<file path="src/rtl/div_mode_sequencer.sv">
// Mode-select sequencer for the FMDLL clock divider: gates clk2/clk4, holds the
// divider in reset while M switches, waits for it to settle, then re-enables.
//
// state  | meaning
// IDLE   | outputs enabled, requests evaluated
// GATE   | outputs gated, divider still running
// HOLD   | divider in reset, new M applied on first cycle
// SETTLE | divider released, outputs still gated
module div_mode_sequencer #(
  parameter int         GATE_CYC   = 4,
  parameter int         RST_CYC    = 2,
  parameter int         SETTLE_CYC = 8,
  parameter int         CNT_W      = 4,
  parameter logic [1:0] RST_M      = 2'd1
) (
  input  logic       clk_ext,
  input  logic       rst,
  input  logic       req,
  input  logic [1:0] req_m,
  output logic       ack,
  output logic       err,
  output logic       done,
  output logic       busy,
  output logic [1:0] m_out,
  output logic       div_rst,
  output logic       clk_en
);

  localparam int CNT_MAX = (1 << CNT_W) - 1;

  if (GATE_CYC < 1 || GATE_CYC > CNT_MAX ||
      RST_CYC < 1 || RST_CYC > CNT_MAX ||
      SETTLE_CYC < 1 || SETTLE_CYC > CNT_MAX) begin : g_param_check
    $error("div_mode_sequencer: phase length out of range for CNT_W");
  end

  localparam logic [CNT_W-1:0] GATE_LAST   = CNT_W'(GATE_CYC - 1);
  localparam logic [CNT_W-1:0] RST_LAST    = CNT_W'(RST_CYC - 1);
  localparam logic [CNT_W-1:0] SETTLE_LAST = CNT_W'(SETTLE_CYC - 1);
  localparam logic [CNT_W-1:0] CNT_ONE     = CNT_W'(1);

  typedef enum logic [1:0] {IDLE, GATE, HOLD, SETTLE} state_t;

  state_t           state, state_nxt;
  logic [CNT_W-1:0] cnt, cnt_nxt;
  logic [1:0]       m_pend, m_pend_nxt;
  logic             ack_nxt, err_nxt, done_nxt;

  always_comb begin
    state_nxt  = state;
    cnt_nxt    = cnt + CNT_ONE;
    m_pend_nxt = m_pend;
    ack_nxt    = 1'b0;
    err_nxt    = 1'b0;
    done_nxt   = 1'b0;
    case (state)
      IDLE: begin
        cnt_nxt = '0;
        if (req) begin
          if (req_m == 2'd0) begin
            err_nxt = 1'b1;
          end else if (req_m == m_out) begin
            ack_nxt  = 1'b1;
            done_nxt = 1'b1;
          end else begin
            ack_nxt    = 1'b1;
            m_pend_nxt = req_m;
            state_nxt  = GATE;
          end
        end
      end
      GATE: begin
        if (cnt == GATE_LAST) begin
          state_nxt = HOLD;
          cnt_nxt   = '0;
        end
      end
      HOLD: begin
        if (cnt == RST_LAST) begin
          state_nxt = SETTLE;
          cnt_nxt   = '0;
        end
      end
      SETTLE: begin
        if (cnt == SETTLE_LAST) begin
          state_nxt = IDLE;
          cnt_nxt   = '0;
          done_nxt  = 1'b1;
        end
      end
      default: begin
        state_nxt = HOLD;
        cnt_nxt   = '0;
      end
    endcase
  end

  always_ff @(posedge clk_ext) begin
    if (rst) begin
      state   <= HOLD;
      cnt     <= '0;
      m_pend  <= RST_M;
      m_out   <= RST_M;
      div_rst <= 1'b1;
      clk_en  <= 1'b0;
      busy    <= 1'b1;
      ack     <= 1'b0;
      err     <= 1'b0;
      done    <= 1'b0;
    end else begin
      state   <= state_nxt;
      cnt     <= cnt_nxt;
      m_pend  <= m_pend_nxt;
      // M only moves on the edge into HOLD, so the divider is already in reset
      if (state != HOLD && state_nxt == HOLD)
        m_out <= m_pend;
      div_rst <= (state_nxt == HOLD);
      clk_en  <= (state_nxt == IDLE);
      busy    <= (state_nxt != IDLE);
      ack     <= ack_nxt;
      err     <= err_nxt;
      done    <= done_nxt;
    end
  end

endmodule

</file>
<file path="config.mk">
export PLATFORM = sky130hd
export DESIGN_NAME = div_mode_sequencer
export DESIGN_NICKNAME = d
export VERILOG_FILES = /design/src/rtl/div_mode_sequencer.sv
export SDC_FILE = /design/constraint.sdc
export NUM_CORES = 1
export LEC_CHECK = 0
export CORE_UTILIZATION = 51
export CTS_CLUSTER_SIZE = 25
export DETAILED_ROUTE_END_ITERATION = 8
export GPL_TIMING_DRIVEN = 1
export HOLD_SLACK_MARGIN = 0.06
export PLACE_DENSITY = 0.77
export SYNTH_ARGS = -nofsm -noshare
export SYNTH_HDL_FRONTEND = slang
export SYNTH_SLANG_ARGS = --single-unit
</file>
<file path="constraint.sdc">
create_clock -name clk_ext -period 2.7 [get_ports clk_ext]
set_input_delay 0.54 -clock clk_ext [delete_from_list [all_inputs] [get_ports clk_ext]]
set_output_delay 0.54 -clock clk_ext [all_outputs]
set_load 0.01 [all_outputs]
</file>
==> results.md <==
- Status: complete, no violations
- HP Class: reg -> reg
- Ant diodes: 0
- Full die area: 1830 um2
- Global-route wire length before repair: 2640 um
- CTS H-tree depth: 1
- Most used DFF post-synth: dfxtp_1
- Peak Freq: 476 MHz
- GPL Wtd Cong: 0.775
- Num CTS Buffers: 3
- DP Wirelength: 1170 um
- CP Launch Type: input port
- PwrDens: 921 nW/um2
- Cell internal pwr: 579 uW
- Power share of the combinational group: 48.3%
- EDFF count, synth: 0
- WP buf/inv: 1
- Multi-input gate area: 487 um2
- Clock group share of total power: 17.1%
- Postcts setup bufs: 0
- Post_cts resized: 0
- Post-layout min period: 2100 ps
- Area grow syn2layout: 21.5%
- Worst-Skew Late Latency: 290 ps
- Vias per cell: 5.57
- Crit-path max FO: 8
- Critical Path RT: 2890 ps
- DRC Markers: 0
- Maxcap violations: 0
- Row count: 14
- Setup TNS: 0 ps
- Ys async rst share: 0%
- Max Clock Skew: 8.40 ps
- DR iter-0 viols: 6
- Critical path class: in -> reg
- Antenna violations before repair: 0
- Post-detailed-route count of antenna-violating nets: 0
- Final wirelength: 1590 um
- Post-DR wirelength/cell: 12.5 um
- Post-Syn Area per Cell: 8.94 um2
- Final worst-path cycle share: 77.7%
- GR Util All Layers: 19.0%
- Ys Warns: 0
- Core area: 1520 um2
- Synth cell types: 36
- RSZ-0062 raised after global routing: false
- Net Sw Frac: 39.0%
- Worst path max stage delay: 610 ps
- Share of cells above drive strength 1: 8.11%
- Worst Setup End Kind: flip-flop
- Crit path max-delay family: simple AND/OR/NAND/NOR gates
- Buffers on Ports: 12
- Pleak: 0.439 nW
- Post-synthesis cell count: 95
- Switching power: 371 uW
- CTS tree: done
- Io pins: 13
- CTS root buffer: clkbuf_4
- Clock transition at the registers of the reported paths: 100 ps
- Drt pass-1 iters: 4
- Critical-path cell list: clkdlybuf4s50_1, nor2b_1, o211a_1, nor4_1, nor2_1, or2_1
- Hold Buf Count CTS: 0
- Total grt overflow: 0
- Die Ht: 42.8 um
- Post-synthesis sequential area ratio: 37.7%
- Sequential Power Share: 34.6%
- Total Power: 950 uW
- Syn nets: 107
- Slowest CP cell: clkdlybuf4s50_1
- Clock tree buffer depth: 2
- Number of synthesized register bits: 16
- Fill cells: 142
- Nets: 124
- Via count: 708
- Clk sinks: 16
- Pin count of the biggest net entering global routing: 14
- Slew @ Worst Pin: 559 ps
- Final setup fails: 0
- Die span in x: 42.8 um
- Hold violation count in the final report: 0
- FF+latch area: 320 um2
- Vias in the first global route: 636
- VDD IR-drop max: 0.686 mV
- Slew Limit Fails: 0
- WP data arrival: 2290 ps
- Post-Syn Area: 850 um2
- Starting density of the core: 55.7%
- Worst slew margin: 62.4%
metrics by stage:
stage / setup WS [ps] / hold WS, ps / cell area [um2] / cells / util [%]
2_1_floorplan: 835 / 433 / 850 / 95 / -
3_3_place_gp: 362 / 451 / 996 / 123 / 65.4
3_5_place_dp: 311 / 455 / 996 / 123 / 65.4
4_1_cts: 625 / 479 / 1030 / 127 / 67.7
5_1_grt: 511 / 518 / 1030 / 127 / 67.7
6_report: 601 / 475 / 1030 / 127 / 67.7
registers in the layout, summed over array words and instances, names as in the netlist:
| signal | count |
|---|---|
| err | 1 |
| m_out | 2 |
| cnt | 4 |
| done | 1 |
| state | 2 |
| busy | 1 |
| clk_en | 1 |
| m_pend | 2 |
| div_rst | 1 |
| ack | 1 |
power groups by stage:
| stage | Combinational [mW] | Clock, mW | Sequential [mW] |
|---|---|---|---|
| global route | 0.511 | 0.173 | 0.335 |
| CTS | 0.457 | 0.165 | 0.328 |
| detailed placement | 0.451 | 0 | 0.332 |
| global placement | 0.442 | 0 | 0.333 |
| finish | 0.459 | 0.163 | 0.329 |
| floorplan | 0.325 | 0 | 0.336 |
metal layers:
layer | share of wire (%) | wire, um | track usage, % | up-vias
met5 | 0 | 0 | 0 | -
met4 | 1.4 | 22 | 7.50 | 0
met3 | 3.6 | 58 | 3.83 | 5
met2 | 41 | 647 | 27.9 | 12
met1 | 54 | 864 | 27.1 | 320
li1 | - | - | - | 371
final timing paths:
check | start | endpoint | slack [ps] | cells past startpoint
max | req_m[1] | busy | 600 | 6
min | cnt[0] | cnt[0] | 480 | 1
max reg2reg | state[1] | busy | 640 | 7
min reg2reg | cnt[0] | cnt[0] | 480 | 1
Yosys cell counts (2+ instances only):
| cell type | number | area share, % |
|---|---|---|
| nor3_1 | 3 | 1.8 |
| nand3_1 | 3 | 1.8 |
| ha_1 | 7 | 10 |
| nor4_1 | 3 | 2.2 |
| dfxtp_1 | 16 | 38 |
| nand2_1 | 2 | 0.88 |
| a211oi_1 | 2 | 1.8 |
| o211a_1 | 2 | 2.4 |
| nor2b_1 | 3 | 2.2 |
| nor2_1 | 13 | 5.7 |
| o21ai_0 | 5 | 2.9 |
| nand2b_1 | 2 | 1.5 |
| inv_1 | 9 | 4.0 |
| mux2i_1 | 3 | 3.5 |
cells by family (layout without fill, tap and decap cells):
kind of cell,count (synthesis),after routing,synth area share [%]
compound gates,19,19,18.0
xor+xnor,2,2,2.06
fa+ha+maj,7,7,10.3
buf+inv,11,27,5.01
flops,16,16,37.7
mux,3,3,3.53
simple gates,37,37,23.4
cell usage in the layout, fill, tap and decap left out, types with 2 or more instances in the layout:
| cell type | count |
|---|---|
| dfxtp_1 | 16 |
| nor2_1 | 13 |
| clkdlybuf4s50_1 | 12 |
| inv_1 | 9 |
| ha_1 | 7 |
| o21ai_0 | 5 |
| nor2b_1 | 3 |
| nor4_1 | 3 |
| nand3_1 | 3 |
| mux2i_1 | 3 |
| nor3_1 | 3 |
| clkbuf_4 | 3 |
| o211a_1 | 2 |
| nand2_1 | 2 |
| a211oi_1 | 2 |
| nand2b_1 | 2 |
| buf_4 | 2 |
layout make-up:
class / count / area share (%)
flip-flops and latches: 16 / 31.0
repair buffers: 14 / 13.1
multi-input cells: 68 / 47.2
well taps: 16 / 1.94
clock buffers: 4 / 3.52
inverters: 9 / 3.27
(Power assumes the default switching activity.)
